[src/rtl/fifo_burst_reader.sv]
// -----------------------------------------------------------------------------
// fifo_burst_reader
//
// Read-side consumer for a FIFO read port (fifo_rd_en / fifo_rdata / fifo_empty).
// A start command pulls exactly `len` words from the FIFO. The FIFO's one-cycle
// read latency is absorbed in a 2-entry output buffer. The words are then
// presented downstream as a valid/ready stream with a last marker. Completion,
// the number of words delivered, and an empty-timeout abort are also reported.
//
// Ports
//   rd_clk       single clock, all logic on posedge
//   res          asynchronous, active-high reset
//   start, len   burst request and length, sampled only while idle
//   busy         high from the cycle after an accepted start until done
//   done         one-cycle completion pulse
//   err_timeout  one-cycle pulse, coincident with done when a burst aborts
//   rd_count     words accepted downstream in the current/last burst
//   fifo_rd_en   FIFO read strobe (combinational)
//   fifo_rdata   FIFO read data, valid the cycle after fifo_rd_en
//   fifo_empty   FIFO empty flag
//   m_valid, m_data, m_last, m_ready   output stream
//
// Stream handshake: a word transfers on every rising edge where m_valid and
// m_ready are both high. While m_valid is high and m_ready is low, m_valid
// stays high and m_data/m_last stay stable. m_valid never depends on m_ready.
// -----------------------------------------------------------------------------
module fifo_burst_reader #(
  parameter int WIDTH   = 8,
  parameter int LEN_W   = 8,
  parameter int TIMEOUT = 16
) (
  input  logic             rd_clk,
  input  logic             res,
  input  logic             start,
  input  logic [LEN_W-1:0] len,
  output logic             busy,
  output logic             done,
  output logic             err_timeout,
  output logic [LEN_W-1:0] rd_count,
  output logic             fifo_rd_en,
  input  logic [WIDTH-1:0] fifo_rdata,
  input  logic             fifo_empty,
  output logic             m_valid,
  output logic [WIDTH-1:0] m_data,
  output logic             m_last,
  input  logic             m_ready
);

  // The empty-cycle counter only has to reach TIMEOUT-1. The expiring cycle
  // is detected combinationally, so the counter never holds TIMEOUT itself.
  localparam int TO_W = (TIMEOUT < 2) ? 1 : $clog2(TIMEOUT);
  localparam logic [TO_W-1:0] TO_LAST = TO_W'(TIMEOUT - 1);

  typedef enum logic [1:0] {
    ST_IDLE  = 2'd0,
    ST_RUN   = 2'd1,
    ST_DRAIN = 2'd2
  } state_t;

  state_t           state_q, state_d;
  logic [LEN_W-1:0] reads_left_q, reads_left_d;
  logic [LEN_W-1:0] words_left_q, words_left_d;
  logic [LEN_W-1:0] rd_count_q, rd_count_d;
  logic [TO_W-1:0]  to_cnt_q, to_cnt_d;
  logic             inflight_q, inflight_d;
  logic [1:0]       occ_q, occ_d;
  logic [WIDTH-1:0] buf0_q, buf0_d;   // head entry, drives m_data
  logic [WIDTH-1:0] buf1_q, buf1_d;
  logic             done_q, done_d;
  logic             err_q, err_d;

  logic             pop;
  logic             push;
  logic             rd_en;
  logic [2:0]       level;
  logic             empty_wait;
  logic             to_expire;

  // ---------------------------------------------------------------------------
  // Read issue and timeout detection
  // ---------------------------------------------------------------------------
  always_comb begin
    pop   = (occ_q != 2'd0) && m_ready;
    push  = inflight_q;
    level = {1'b0, occ_q} + {2'b00, inflight_q};
    // (occ + inflight - pop) < 2, rearranged so no subtraction can underflow.
    // This also guarantees that a captured word always has a free buffer slot.
    rd_en = (state_q == ST_RUN) && !fifo_empty && (reads_left_q != '0) &&
            (level < (3'd2 + {2'b00, pop}));
    empty_wait = (state_q == ST_RUN) && (reads_left_q != '0) && fifo_empty;
    to_expire  = empty_wait && (to_cnt_q == TO_LAST);
  end

  // ---------------------------------------------------------------------------
  // Next state: FSM, counters, and 2-entry buffer
  // ---------------------------------------------------------------------------
  always_comb begin
    state_d      = state_q;
    reads_left_d = reads_left_q;
    words_left_d = words_left_q;
    rd_count_d   = rd_count_q;
    to_cnt_d     = to_cnt_q;
    inflight_d   = rd_en;
    occ_d        = occ_q;
    buf0_d       = buf0_q;
    buf1_d       = buf1_q;
    done_d       = 1'b0;
    err_d        = 1'b0;

    // Buffer: the capture writes the tail and the pop advances the head.
    // When a capture and a pop happen together, occ stays unchanged.
    case ({push, pop})
      2'b10: begin
        if (occ_q == 2'd0) buf0_d = fifo_rdata;
        else               buf1_d = fifo_rdata;
        occ_d = occ_q + 2'd1;
      end
      2'b01: begin
        buf0_d = buf1_q;
        occ_d  = occ_q - 2'd1;
      end
      2'b11: begin
        if (occ_q == 2'd1) begin
          buf0_d = fifo_rdata;
        end else begin
          buf0_d = buf1_q;
          buf1_d = fifo_rdata;
        end
      end
      default: ;
    endcase

    if (pop) begin
      rd_count_d   = rd_count_q + LEN_W'(1);
      words_left_d = words_left_q - LEN_W'(1);
    end

    if (rd_en) reads_left_d = reads_left_q - LEN_W'(1);

    // The timeout counter counts consecutive starved cycles only.
    if (empty_wait) to_cnt_d = to_cnt_q + TO_W'(1);
    else            to_cnt_d = '0;

    case (state_q)
      ST_IDLE: begin
        if (start) begin
          reads_left_d = len;
          words_left_d = len;
          rd_count_d   = '0;
          to_cnt_d     = '0;
          if (len == '0) done_d  = 1'b1;
          else           state_d = ST_RUN;
        end
      end
      ST_RUN: begin
        if (to_expire) begin
          // Abort: drop buffered and in-flight words. A pop in this same
          // cycle was already accepted downstream, so it still counts.
          state_d    = ST_IDLE;
          occ_d      = 2'd0;
          inflight_d = 1'b0;
          buf0_d     = '0;
          buf1_d     = '0;
          to_cnt_d   = '0;
          done_d     = 1'b1;
          err_d      = 1'b1;
        end else if (rd_en && (reads_left_q == LEN_W'(1))) begin
          state_d = ST_DRAIN;
        end
      end
      ST_DRAIN: begin
        if (pop && (words_left_q == LEN_W'(1))) begin
          state_d = ST_IDLE;
          done_d  = 1'b1;
        end
      end
      default: state_d = ST_IDLE;
    endcase
  end

  // ---------------------------------------------------------------------------
  // State registers
  // ---------------------------------------------------------------------------
  always_ff @(posedge rd_clk or posedge res) begin
    if (res) begin
      state_q      <= ST_IDLE;
      reads_left_q <= '0;
      words_left_q <= '0;
      rd_count_q   <= '0;
      to_cnt_q     <= '0;
      inflight_q   <= 1'b0;
      occ_q        <= 2'd0;
      buf0_q       <= '0;
      buf1_q       <= '0;
      done_q       <= 1'b0;
      err_q        <= 1'b0;
    end else begin
      state_q      <= state_d;
      reads_left_q <= reads_left_d;
      words_left_q <= words_left_d;
      rd_count_q   <= rd_count_d;
      to_cnt_q     <= to_cnt_d;
      inflight_q   <= inflight_d;
      occ_q        <= occ_d;
      buf0_q       <= buf0_d;
      buf1_q       <= buf1_d;
      done_q       <= done_d;
      err_q        <= err_d;
    end
  end

  // ---------------------------------------------------------------------------
  // Outputs
  // ---------------------------------------------------------------------------
  always_comb begin
    busy        = (state_q != ST_IDLE);
    done        = done_q;
    err_timeout = err_q;
    rd_count    = rd_count_q;
    fifo_rd_en  = rd_en;
    m_valid     = (occ_q != 2'd0);
    m_data      = buf0_q;
    m_last      = (occ_q != 2'd0) && (words_left_q == LEN_W'(1));
  end

endmodule

[config.mk]
export PLATFORM = sky130hd
export DESIGN_NAME = fifo_burst_reader
export DESIGN_NICKNAME = d
export VERILOG_FILES = /design/src/rtl/fifo_burst_reader.sv
export SDC_FILE = /design/constraint.sdc
export NUM_CORES = 1
export LEC_CHECK = 0
export ABC_AREA = 1
export BUFFER_PORTS_ARGS = -buffer_cell sky130_fd_sc_hd__buf_2
export CAP_MARGIN = 20
export CORE_UTILIZATION = 25
export CTS_CLUSTER_SIZE = 16
export DETAILED_ROUTE_END_ITERATION = 7
export PLACE_DENSITY = 0.46
export SLEW_MARGIN = 20
export SYNTH_ARGS = -nofsm -noshare
export SYNTH_HDL_FRONTEND = slang
export SYNTH_SLANG_ARGS = --single-unit
[constraint.sdc]
create_clock -name rd_clk -period 2.2 [get_ports rd_clk]
set_input_delay 0.33 -clock rd_clk [delete_from_list [all_inputs] [get_ports rd_clk]]
set_output_delay 0.33 -clock rd_clk [all_outputs]
set_load 0.05 [all_outputs]
Word-level counts from Yosys, hierarchy flattened. Cells that the tools add are included.

Register bits: 51. Latch bits: 0. Memory bits (writable): 0. Memory bits (read-only): 0. Input bits: 21. Output and inout port bits: 22. Logic and storage cells: 91. Memories: 0.

Add/sub/neg operators: 8. $mul: 0. Divide/modulo/power cells: 0. Magnitude comparators: 1. Equal/unequal tests: 13. Shift-type cells: 0. Muxes and demuxes: 40. Bitwise operators: 0. Reduce and logical (&&, ||, !) cells: 18.

Operators by type and width (count): 8-bit 2-to-1 mux (17); 8-bit one-hot mux with 3 select lines (1); 8-bit by 1-bit equality test with 1-bit output (second input constant) (2); 8-bit one-hot mux with 2 select lines (1); 8-bit by 1-bit subtractor with 8-bit output (second input constant) (2); 2-bit 2-to-1 mux (7); 4-bit 2-to-1 mux (3); 1-bit logical AND (10); 8-bit by 1-bit adder with 8-bit output (second input constant) (1); 8-bit zero test (1); 4-bit one-hot mux with 2 select lines (1); 8-bit nonzero test (1); 1-bit 2-to-1 mux (7); 2-bit by 1-bit equality test with 1-bit output (second input constant) (3); 2-bit equality test (second input constant) (3); 2-bit inequality test (second input constant) (3); 2-bit one-hot mux with 3 select lines (1); 4-bit by 1-bit adder with 4-bit output (second input constant) (1); 4-bit equality test (second input constant) (1); 2-bit zero test (2); 2-bit one-hot mux with 2 select lines (1); 4-bit AND reduction (1); 2-bit nonzero test (2); 2-bit by 1-bit adder with 3-bit output (1); other kinds (7) (7).

Depth between registers and ports, before layout.
Depth after elaboration: 9. Depth in mapped cells: 12. Mapped depth without buffers: 12.

Worst setup path before layout. No wires, ideal clock.

Kind: register to register. From: register occ_q[0]. To: register reads_left_q[1]. Setup time: 0.117 ns. Arrival time: 2.168 ns. Required time: 2.083 ns. Slack: -0.085 ns. Cell stages (with the launch flop): 11. Buffers on the path: 0. Period minus slack after synthesis: 2.285 ns. Path through: dfrtp_1 inv_1 ha_1 inv_2 nand3b_1 nand2_1 nand2_1 nor2_1 nor2_1 nor2_1 nor2_1.

Cells in the longest elaborated chain, start to end: 8. Elaborated cells between the ends (all ways): 9. Classes of those cells: add/sub: 2; order compare: 1; mux: 3; reduce/logical: 3.

Ends and longest elaborated chain: start: declaration (RTL line 66) `logic [1:0] occ_q, occ_d;`; start signal: assignment (RTL line 192) `occ_q <= 2'd0;`; start signal: assignment (RTL line 204) `occ_q <= occ_d;`; 2-bit nonzero test (*); via m_valid (RTL line 43) `output logic m_valid,`; 1-bit logical AND (*) (RTL line 83) `pop = (occ_q != 2'd0) && m_ready;`; 2-bit by 1-bit adder with 3-bit output (*) (RTL line 89) `(level < (3'd2 + {2'b00, pop}));`; 3-bit < comparator (*) (RTL line 89); 1-bit logical AND (*) (RTL line 88) `rd_en = (state_q == ST_RUN) && !fifo_empty && (reads_left_q != '0) &&`; via fifo_rd_en (RTL line 40) `output logic fifo_rd_en,`; 8-bit 2-to-1 mux (*) (RTL line 138) `if (rd_en) reads_left_d = reads_left_q - LEN_W'(1);`; 8-bit 2-to-1 mux (RTL line 146) `if (start) begin`; 8-bit 2-to-1 mux (*) (RTL line 144) `case (state_q)`; via reads_left_d[1] (RTL line 61) `logic [LEN_W-1:0] reads_left_q, reads_left_d;`; end signal: assignment (RTL line 199) `reads_left_q <= reads_left_d;`; end: declaration (RTL line 61).

Mark *: on every way through the listed nets, which the timed path passes. The rest lies on a longest branch. A chain may end at the register's enable or synchronous reset.

Worst setup path in the final report.
From: register inflight_q. To: output port fifo_rd_en.

Cells in the longest elaborated chain, start to end: 3.

Ends and longest elaborated chain: start: declaration (RTL line 65) `logic inflight_q, inflight_d;`; start signal: assignment (RTL line 203) `inflight_q <= inflight_d;`; 2-bit by 1-bit adder with 3-bit output (RTL line 85) `level = {1'b0, occ_q} + {2'b00, inflight_q};`; 3-bit < comparator (RTL line 89); 1-bit logical AND (RTL line 88); end: declaration (RTL line 40).

No other way between the ends.

==> summary.md <==
| Metric | Value |
|---|---|
| Status | finished, final reports clean |
| PortBufs | 42 |
| Diodes inserted | 0 |
| Max Root-Sink Buffers | 2 |
| Fin cells | 638 |
| Total wire length | 7320 um |
| Ys async rst share | 1.00 |
| Cell Chain, Critical Path | ha_1 -> ha_1 -> nand2_1 -> nand2_1 -> nor2_4 -> buf_6 |
| Root Buffer | clkbuf_16 |
| Overall power | 5.61 mW |
| H-tree lvl count | 2 |
| Nets@finish | 505 |
| Clock group share of total power | 0.155 |
| GRT Total Usage | 0.123 |
| Die height | 114 um |
| Total number of vias | 2665 |
| FF-to-FF Start | occ_q[0] |
| Reg2Reg Depth | 12 |
| Die area | 0.0130 mm2 |
| Critical-path maximum fanout | 4 |
| Startpoint Class | register |
| Wire per inst | 11.5 um |
| Switch share | 0.481 |
| Post-route cell area | 0.00379 mm2 |
| Detailed placement HPWL | 5500 um |
| Final Wtd Congestion | 0.825 |
| R2R setup slack | 240 ps |
| DR vias/cell | 4.18 |
| Min Tclk post-route | 2080 ps |
| Reg power frac | 0.296 |
| Syn Area/Cell | 7.49 um2 |
| CTS tree | built |
| DRC Markers | 0 |
| Multi-input gate area | 0.00156 mm2 |
| WP data required | 1870 ps |
| Antenna violations before repair | 0 |
| Final Skew | 10.7 ps |
| Max cap viols | 0 |
| Vias in the first global route | 2602 |
| Global route total overflow | 0 |
| Internal Power | 2.91 mW |
| Slew Limit Fails | 0 |
| Num ports | 43 |
| Hold Vio Cnt, Final | 0 |
| Maximum clock rate | 480 MHz |
| Placed Cells | 631 |
| Pwr/cell area | 1480 mW/mm2 |
| Total CTS buffers | 5 |
| Postcts setup bufs | 0 |
| Yosys warning total | 0 |
| Pre-Repair DR Iteration Count | 4 |
| Syn Nets | 453 |
| Mapped Cells | 418 |
| Most frequently used flop master after synthesis | dfrtp_1 |
| CP delay by family, top | adder cells |
| Peak supply drop | 0.393 mV |
| Area added between synthesis and finish | 21.1% |
| Switching power | 2.70 mW |
| End-of-flow core utilization | 0.313 |
| Cell Rows | 40 |
| Yosys cell types | 35 |
| Setup TNS | 0 ps |
| Largest net degree at the start of global routing | 31 |
| Crit path arrival time | 1750 ps |
| Critical path buffer and inverter count | 1 |
| Relative slew slack | 0.667 |
| Die X | 114 um |
| DR iter-0 viols | 141 |
| Post-synth EDFFs | 0 |
| Worst-Skew Late Latency | 290 ps |
| Critical path class | reg2out |
| Sequential area share after synthesis | 0.408 |
| # fillers | 1346 |
| Unrepaired setup endpoints after global routing | no |
| Sequential cell area | 0.00128 mm2 |
| Post-CTS Hold Buffers | 0 |
| Initial Util | 0.258 |
| Placed Instance Area | 0.00358 mm2 |
| Period utilization | 0.948 |
| Slowest-stage cell, CP | dfrtp_1 |
| Worst slew pin tran | 499 ps |
| Clk sinks | 51 |
| Share of layout cells above drive strength 1 | 0.223 |
| Slowest Stage Delay on Critical Path | 430 ps |
| Hold Crit Class | in2async |
| Leak | 2.01 nW |
| Synth Register Bits | 51 |
| Cell area after synthesis | 0.00313 mm2 |
| Crit. End Element | output pin |
| Antenna Nets Post-Route | 0 |
| Core footprint | 0.0121 mm2 |
| Clk pin slew, worst setup/hold paths | 70 ps |
| Global-route wire length before repair | 12600 um |
| Final setup viols | 0 |
| FF-to-FF End | buf1_q[5] |
| Logic pwr share | 0.549 |
-- sequential cells by signal, indices dropped and copies added (netlist names), 2 cells and up --
name	cells
state_q	2
m_data	8
reads_left_q	8
words_left_q	8
rd_count	8
buf1_q	8
occ_q	2
to_cnt_q	4
-- worst max-delay path by stage --
stage | end | cells past startpoint | startpoint
after global routing | fifo_rd_en | 6 | inflight_q
after floorplan | m_data[0] | 12 | occ_q[0]
after CTS | m_data[1] | 10 | occ_q[0]
final | fifo_rd_en | 6 | inflight_q
after global placement | m_data[0] | 10 | occ_q[0]
after detailed placement | m_data[1] | 10 | occ_q[0]
-- logic make-up after synthesis --
logic type	after synthesis	synth area share
XOR/XNOR	3	0.00839
adder cells (fa/ha/maj)	14	0.0560
buffers and inverters	82	0.107
flip-flops	51	0.408
AO/OA/AOI/OAI	60	0.118
AND/OR/NAND/NOR	208	0.303
-- through the flow --
stage               hold WS, ps  setup slack (ps)
CTS                        69.9              8.66
global route               92.5              15.3
detailed placement          389              18.9
global placement            394               160
finish                     59.4               115
floorplan                   431              12.0
-- synthesized netlist by cell type, types with 2 or more instances --
cell type,number,area share
nand2_1,98,0.12
inv_1,60,0.072
dfrtp_1,51,0.41
nor2_1,48,0.058
nand3_1,31,0.050
o21ai_0,22,0.035
a21oi_1,18,0.029
inv_2,16,0.019
ha_1,14,0.056
o21ai_2,10,0.028
and2_1,8,0.016
nand2_2,4,0.0080
buf_2,3,0.0048
nand4_1,3,0.0060
nor3_1,3,0.0048
o21bai_1,3,0.0072
nor2_2,2,0.0040
nor2_4,2,0.0072
nor2_8,2,0.013
o21ai_1,2,0.0032
o22ai_1,2,0.0040
or2_1,2,0.0040
xor2_1,2,0.0056
-- power by group through the flow --
| stage | registers [mW] | logic [mW] | clock network, mW |
|---|---|---|---|
| after floorplan | 2.06 | 1.88 | 0 |
| after global placement | 1.67 | 2.98 | 0 |
| after detailed placement | 1.68 | 3.01 | 0 |
| after CTS | 1.66 | 3.05 | 0.910 |
| after global routing | 1.72 | 3.50 | 0.948 |
| final | 1.66 | 3.08 | 0.872 |
-- routing by layer --
metal,vias to the layer above,global-route usage,routed length [um]
met5,-,0,0
met4,0,0.0277,67
met3,7,0.0260,212
met2,32,0.205,3360
met1,1221,0.163,3680
li1,1405,-,-
-- cells in the final DEF (no fill, tap or decap), drive strengths merged, types with 3 or more instances in the layout --
| cell | count |
|---|---|
| nor3 | 3 |
| buf | 51 |
| clkbuf | 6 |
| o21ai | 34 |
| dfrtp | 51 |
| nand4 | 3 |
| nand2 | 103 |
| a21oi | 19 |
| inv | 76 |
| ha | 14 |
| and2 | 8 |
| o21bai | 3 |
| or2 | 3 |
| nand3 | 32 |
| nor2 | 54 |
-- cell type report --
class                           count  area share
Multi-Input combinational cell    285       0.412
Sequential cell                    51       0.337
Timing Repair Buffer               51      0.0782
Inverter                           76      0.0753
Tap cell                          168      0.0555
Clock buffer                        6      0.0340
Clock inverter                      1     0.00792
-- what timing repair did --
| item | 4_1_cts | 5_1_grt |
|---|---|---|
| resized for setup | 3 | 7 |
| endpoints found under the setup margin | 1 | 17 |
| pin swaps | 0 | 2 |
| endpoints found under the hold margin | 0 | 0 |
No activity file was read; power rests on OpenSTA's default activity.
